--- src/rtl/inst_fetch_pkg.sv ---
// Shared definitions for the instruction fetch slice: widths, queue depth and FSM encoding.
package inst_fetch_pkg;

  localparam int unsigned XLEN_WIDTH       = 32;
  localparam logic [XLEN_WIDTH-1:0] CPU_START_ADDR = '0;
  localparam int unsigned INST_QUEUE_DEPTH = 2;

  typedef enum logic [1:0] {
    S_REQ  = 2'd0,
    S_RESP = 2'd1,
    S_DROP = 2'd2
  } fetch_state_e;

endpackage

--- src/rtl/inst_queue.sv ---
// Synchronous FIFO of {pc, instruction} pairs between the fetch FSM and decode.
module inst_queue
  import inst_fetch_pkg::*;
#(
  parameter int unsigned DEPTH = INST_QUEUE_DEPTH,
  parameter int unsigned XLEN  = XLEN_WIDTH
) (
  input  logic                     clk,
  input  logic                     rst,
  input  logic                     flush,
  input  logic                     push,
  input  logic [XLEN-1:0]          push_pc,
  input  logic [XLEN-1:0]          push_inst,
  input  logic                     pop,
  output logic [XLEN-1:0]          head_pc,
  output logic [XLEN-1:0]          head_inst,
  output logic [$clog2(DEPTH):0]   count,
  output logic                     full,
  output logic                     empty
);

  localparam int unsigned PtrW = $clog2(DEPTH);
  localparam int unsigned CntW = PtrW + 1;

  logic [XLEN-1:0] pc_mem_q   [DEPTH];
  logic [XLEN-1:0] inst_mem_q [DEPTH];
  logic [PtrW-1:0] rd_ptr_q, wr_ptr_q;
  logic [CntW-1:0] count_q;
  logic            do_push, do_pop;

  assign full      = (count_q == CntW'(DEPTH));
  assign empty     = (count_q == '0);
  assign count     = count_q;
  assign head_pc   = pc_mem_q[rd_ptr_q];
  assign head_inst = inst_mem_q[rd_ptr_q];

  // Flush wins over both push and pop in the same cycle.
  assign do_push = push && !full && !flush;
  assign do_pop  = pop && !empty && !flush;

  always_ff @(posedge clk or posedge rst) begin
    if (rst) begin
      rd_ptr_q <= '0;
      wr_ptr_q <= '0;
      count_q  <= '0;
      for (int i = 0; i < DEPTH; i++) begin
        pc_mem_q[i]   <= '0;
        inst_mem_q[i] <= '0;
      end
    end else if (flush) begin
      rd_ptr_q <= '0;
      wr_ptr_q <= '0;
      count_q  <= '0;
    end else begin
      if (do_push) begin
        pc_mem_q[wr_ptr_q]   <= push_pc;
        inst_mem_q[wr_ptr_q] <= push_inst;
        wr_ptr_q             <= wr_ptr_q + PtrW'(1);
      end
      if (do_pop) begin
        rd_ptr_q <= rd_ptr_q + PtrW'(1);
      end
      unique case ({do_push, do_pop})
        2'b10:   count_q <= count_q + CntW'(1);
        2'b01:   count_q <= count_q - CntW'(1);
        default: count_q <= count_q;
      endcase
    end
  end

endmodule

--- src/rtl/inst_fetch.sv ---
// Instruction fetch: single-outstanding memory reads driven by pc, results queued for decode.
module inst_fetch
  import inst_fetch_pkg::*;
#(
  parameter int unsigned DEPTH = INST_QUEUE_DEPTH,
  parameter int unsigned XLEN  = XLEN_WIDTH
) (
  input  logic            clk,
  input  logic            rst,
  input  logic [XLEN-1:0] pc_in,
  output logic            pc_pause,
  input  logic            flush,
  output logic            mem_req,
  output logic [XLEN-1:0] mem_addr,
  input  logic            mem_gnt,
  input  logic            mem_rvalid,
  input  logic [XLEN-1:0] mem_rdata,
  output logic            inst_valid,
  input  logic            inst_ready,
  output logic [XLEN-1:0] inst_out,
  output logic [XLEN-1:0] inst_pc
);

  localparam int unsigned CntW = $clog2(DEPTH) + 1;

  fetch_state_e    state_q;
  logic [XLEN-1:0] inflight_pc_q;
  logic [CntW-1:0] count;
  logic            full, empty;
  logic            accept, push, pop;

  assign mem_addr = {pc_in[XLEN-1:2], 2'b00};
  // Gating on rst keeps the bus quiet while reset is held.
  assign mem_req  = !rst && (state_q == S_REQ) && !full && !flush;
  assign accept   = mem_req && mem_gnt;
  assign pc_pause = !accept;

  assign push       = (state_q == S_RESP) && mem_rvalid && !flush;
  assign inst_valid = (count != '0);
  assign pop        = !empty && inst_ready;

  always_ff @(posedge clk or posedge rst) begin
    if (rst) begin
      state_q       <= S_REQ;
      inflight_pc_q <= '0;
    end else begin
      unique case (state_q)
        S_REQ: begin
          if (accept) begin
            inflight_pc_q <= mem_addr;
            state_q       <= S_RESP;
          end
        end
        S_RESP: begin
          if (mem_rvalid)   state_q <= S_REQ;
          else if (flush)   state_q <= S_DROP;
        end
        S_DROP: begin
          if (mem_rvalid) state_q <= S_REQ;
        end
        default: state_q <= S_REQ;
      endcase
    end
  end

  inst_queue #(
    .DEPTH (DEPTH),
    .XLEN  (XLEN)
  ) u_inst_queue (
    .clk       (clk),
    .rst       (rst),
    .flush     (flush),
    .push      (push),
    .push_pc   (inflight_pc_q),
    .push_inst (mem_rdata),
    .pop       (pop),
    .head_pc   (inst_pc),
    .head_inst (inst_out),
    .count     (count),
    .full      (full),
    .empty     (empty)
  );

endmodule

--- config.mk ---
export PLATFORM = sky130hd
export DESIGN_NAME = inst_fetch
export DESIGN_NICKNAME = d
export VERILOG_FILES = /design/src/rtl/inst_fetch_pkg.sv /design/src/rtl/inst_queue.sv /design/src/rtl/inst_fetch.sv
export SDC_FILE = /design/constraint.sdc
export NUM_CORES = 1
export LEC_CHECK = 0
export ABC_AREA = 1
export BUFFER_PORTS_ARGS = -buffer_cell sky130_fd_sc_hd__buf_2
export CAP_MARGIN = 10
export CORE_MARGIN = 10
export CORE_UTILIZATION = 58
export DETAILED_ROUTE_END_ITERATION = 7
export PLACE_DENSITY = 0.85
export SYNTH_ARGS = -nofsm -noshare
export SYNTH_HDL_FRONTEND = slang
export SYNTH_SLANG_ARGS = --single-unit
--- constraint.sdc ---
create_clock -name clk -period 7.8 [get_ports clk]
set_input_delay 1.17 -clock clk [delete_from_list [all_inputs] [get_ports clk]]
set_output_delay 1.17 -clock clk [all_outputs]
set_load 0.1 [all_outputs]
Word level (Yosys, flattened, before mapping). Index checks and enable logic that the tools add are counted.

Word-level logic and storage cells: 74. Output and inout bits: 99. Register bits: 164.

Reductions and logical operators: 26. $lt $le $gt $ge: 3. Bitwise logic cells: 3. Equal/unequal tests: 8. Add/sub/neg operators: 4. Mux-type cells: 21.

Operators with widths (number): $mux 32 (7); $bwmux 64 (2); $demux 32 s1 (1); $logic_and 1x1->1 (12); $mux 2 (5); $eq 2x2->1 const B (3); $pmux 2 s3 (1); $reduce_bool 2->1 (3); $logic_not 1->1 (5); $eq 2x1->1 const B (2); $ge 2x2->1 const B (2); $logic_not 2->1 (2); $mux 1 (4); $ne 2x2->1 const B (2); $not 1->2 (2); $pmux 2 s2 (1); $reduce_and 2->1 (2); $ne 3x3->1 const B (1); $reduce_and 3->1 (1); $reduce_bool 3->1 (1); $add 1x1->1 const B (2); $add 2x1->2 const B (1); $lt 2x1->1 const B (1); $sub 2x1->2 const B (1); $not 1->1 (1).

Logic depth before layout (Yosys ltp).
Word-level depth: 8. Gate-level depth with buffers: 10.

By module. Synthesis repeated with hierarchy kept, for this count alone.

Cell total of the unflattened synthesis: 905. Area, all modules: 7622.3 µm².

Modules (own cells, without submodules): inst_queue (instances 1, cells each 723, seq. area each 3303.2 µm², area an instance 6052.1 µm²); inst_fetch (instances 1, cells each 182, seq. area each 800.8 µm², area an instance 1570.3 µm²).

Least setup slack after synthesis. OpenSTA, ideal clock, no wires.

Path type: input -> output. Start: input rst. End: output pc_pause. Cell stages on the path: 4. Path slack: -525 ps. Data arrival time: 7155 ps. Path buffers: 0. Path through: inv_1 > nand2_1 > nor2_1 > nand2_1.

Longest elaborated chain between the ends: 6.

Ends and longest elaborated chain: start, declared (RTL line inst_fetch.sv:9) `input logic rst,`; $logic_not 1->1 (no source line); $logic_and 1x1->1 (3 in series) (RTL line inst_fetch.sv:34) `assign mem_req = !rst && (state_q == S_REQ) && !full && !flush;`; net mem_req (RTL line inst_fetch.sv:13) `output logic mem_req,`; $logic_and 1x1->1 (RTL line inst_fetch.sv:35) `assign accept = mem_req && mem_gnt;`; $logic_not 1->1 (RTL line inst_fetch.sv:36) `assign pc_pause = !accept;`; end, declared (RTL line inst_fetch.sv:11) `output logic pc_pause,`.

The timed path passes the listed nets, and every way through them passes these cells.

Final worst setup path.
Start: input rst. End: output pc_pause.

Longest elaborated chain between the ends: 6.

Ends and longest elaborated chain (RTL line): $logic_not 1->1 (no source line); $logic_and 1x1->1 (3 in series) (inst_fetch.sv:34); $logic_and 1x1->1 (inst_fetch.sv:35); $logic_not 1->1 (inst_fetch.sv:36).

Every way passes these cells.

==> flow_metrics.py <==
metrics = {
    "clocking": {
        "cts.htree.levels": 4,
        "cts_tree": "built",
        "clkLatencyLatePin_ns": 0.42,
        "clock-sinks": 160,
        "clockBufferDepth": 2,
        "cts_made_buffers": 17,
        "cts_resized": 0,
        "clkTransAtPathRegs_ns": 0.06,
        "hold_buffers": 0,
        "cts_setup_buffers": 0,
        "cts_root_buf": "clkbuf_16",
    },
    "power": {
        "internal-power_w": 0.00176,
        "powerDensity_nw_per_um2": 396,
        "swShare": 0.460,
        "pwr-share-seq": 0.328,
        "clkPwrFrac": 0.272,
        "switching_power_w": 0.00150,
        "leakage_nw": 4.52,
        "combPwrFrac": 0.400,
        "ir_drop_mv": 0.238,
        "design_power_total_w": 0.00326,
    },
    "sta": {
        "setup_viol": 0,
        "hold_viol_final": 0,
        "fmax_mhz": 271,
        "fin_tns_setup_ns": 0,
        "slew_violations": 0,
        "period_share": 0.473,
        "finClkSkew_ns": 0.00875,
        "relSlewSlack": 0.222,
        "rsz0062_at_grt": "false",
        "tightest_slew_ns": 1.17,
        "fin_crit_ns": 3.69,
    },
    "global_route": {
        "grt_overflow": 0,
        "grt_max_degree": 125,
        "antenna_found_initial": 0,
        "grt_first_pass_wirelength_um": 26600,
        "groute.usage.overall": 0.196,
        "grt_pass1_vias": 5606,
    },
    "place": {
        "dp_hpwl_um": 10300,
        "gp_congestion": 0.763,
        "io_buffers": 162,
        "dp.cells": 1084,
        "placed_area_um2": 7590,
    },
    "run_status": {
        "status": "finished clean",
    },
    "worst_hold_path": {
        "worstHoldStart": "u_inst_queue.inst_mem_q[6]$_DFFE_PP0P_",
        "hold_depth": 2,
        "hold_class": "register to register",
        "hold_end": "u_inst_queue.inst_mem_q[6]$_DFFE_PP0P_",
    },
    "layout": {
        "fin_area_um2": 8230,
        "drive_above_1_share": 0.218,
        "fin_nets": 1026,
        "nFillCells": 955,
        "syn_to_final_growth_pct": 17.0,
        "utilization": 0.688,
        "fin_cells": 1116,
        "diodes": 0,
    },
    "synth": {
        "ys_seq_elements": 160,
        "yosys-mux-area-fraction": 0,
        "avgSynthCellArea_um2": 8.31,
        "ys_types": 24,
        "ys_warn_count": 0,
        "synth_top_family_by_area": "simple AND/OR/NAND/NOR gates",
        "synth-simple-area-share": 0.201,
        "yosysSeqAreaShare": 0.569,
        "yosysTopAreaCell": "dfrtp_1",
        "synth_top_area_frac": 0.569,
        "synthAdderAreaFrac": 0,
        "synth_xor_area_frac": 0,
        "synth-compound-area-share": 0.118,
        "synth.area.top_cells": "dfrtp_1, nand2_1, o21ai_0",
        "synthCells": 846,
        "syn_area_um2": 7030,
    },
    "routing": {
        "wirelength_um": 16100,
        "via_per_inst": 5.10,
        "ant_nets": 0,
        "drt_iter0_markers": 490,
        "first_pass_iters": 5,
        "drc": 0,
        "vias": 5696,
        "wire_per_inst_um": 14.4,
    },
    "floorplan": {
        "die_x_um": 130,
        "start_util": 0.588,
        "num_rows": 40,
        "fp.dieH_um": 130,
        "io_pins": 169,
        "die_area_um2": 16900,
        "core_um2": 12000,
    },
    "run": {
        "drv_cap": 0,
    },
    "setup_path": {
        "critPathRequiredTime_ns": 6.63,
        "end_kind": "primary output",
        "cp_max_fo": 23,
        "r2r-end": "u_inst_queue.inst_mem_q[34]$_DFFE_PP0P_",
        "worstPathArrival_ns": 2.52,
        "start_kind": "input pin",
        "regToRegSetupSlack_ns": 5.54,
        "reg2regPathDepth": 7,
        "path_class": "input pin to primary output",
        "reg2reg_from": "state_q[0]$_DFFE_PP0P_",
    },
}
[worst max-delay path, cell delays in order]
cell,delay (ns)
buf_2,0.10
clkinvlp_4,0.41
nand2_1,0.21
nor2_1,0.08
nand2_1,0.10
buf_2,0.43
[per-stage QoR]
step	setup WS (ns)	hold WS [ns]
finish	4.11	0.484
global route	3.90	0.502
CTS	4.04	0.487
detailed placement	4.05	0.469
global placement	4.09	0.464
floorplan	1.21	0.453
[metal layers]
metal	vias to the layer above	global-route usage	share of wire
li1	2808	-	-
met1	2673	0.248	0.44
met2	190	0.315	0.46
met3	25	0.0544	0.081
met4	0	0.0721	0.017
met5	-	0	0
[Yosys cell counts]
cell,n
a21oi_1,3
a21oi_2,1
buf_1,1
buf_2,5
buf_4,41
buf_6,7
clkbuf_1,25
clkbuf_2,1
conb_1,1
dfrtp_1,160
inv_1,69
inv_2,3
nand2_1,356
nand2_2,1
nand3_1,6
nand4_1,1
nor2_1,4
nor2_2,1
nor3_1,1
o21ai_0,106
o21ai_1,47
o21ai_2,3
o31ai_1,2
or2_1,1
[worst max path at each step]
stage / cells after the start / to / slack, ns / startpoint
detailed placement: 6 / pc_pause / 4.05 / rst
global route: 6 / pc_pause / 3.90 / rst
floorplan: 4 / pc_pause / 1.21 / rst
finish: 6 / pc_pause / 4.11 / rst
global placement: 6 / pc_pause / 4.09 / rst
CTS: 6 / pc_pause / 4.04 / rst
[placed cells by master (no fill, tap or decap), drive strengths merged]
master,count
nand2,357
buf,168
dfrtp,160
o21ai,156
inv,71
clkbuf,23
nand3,6
nor2,5
conb,4
bufinv,4
a21oi,4
clkinvlp,3
clkinv,3
o31ai,2
or2,1
nor3,1
nand4,1
[power by group through the flow]
stage | logic [W] | registers (W) | clock network (W)
finish | 0.00130 | 0.00107 | 0.000885
global route | 0.00138 | 0.00109 | 0.000933
CTS | 0.00131 | 0.00107 | 0.000896
detailed placement | 0.00131 | 0.00108 | 0
global placement | 0.00129 | 0.00107 | 0
floorplan | 0.00112 | 0.00106 | 0
[registers in the layout, indices dropped and copies added, names as in the netlist]
signal                   flops
u_inst_queue.inst_mem_q     64
state_q                      2
u_inst_queue.count           2
u_inst_queue.pc_mem_q       60
u_inst_queue.wr_ptr_q        1
u_inst_queue.rd_ptr_q        1
inflight_pc_q               30
[cells by family (layout without fill, tap and decap cells)]
group                  Yosys count  count (layout)
AND/OR/NAND/NOR                371             371
AO/OA/AOI/OAI                  162             162
flip-flops                     160             160
buffers and inverters          152             272
other                            1               4
[cell type report]
class | instances | area [um2] | area share
Timing Repair Buffer | 168 | 856 | 0.104
Inverter | 72 | 274 | 0.0333
Clock inverter | 9 | 154 | 0.0187
Sequential cell | 160 | 4010 | 0.487
Clock buffer | 23 | 488 | 0.0593
Multi-Input combinational cell | 537 | 2270 | 0.276
Tap cell | 147 | 184 | 0.0224
No activity file was read; power rests on OpenSTA's default activity.
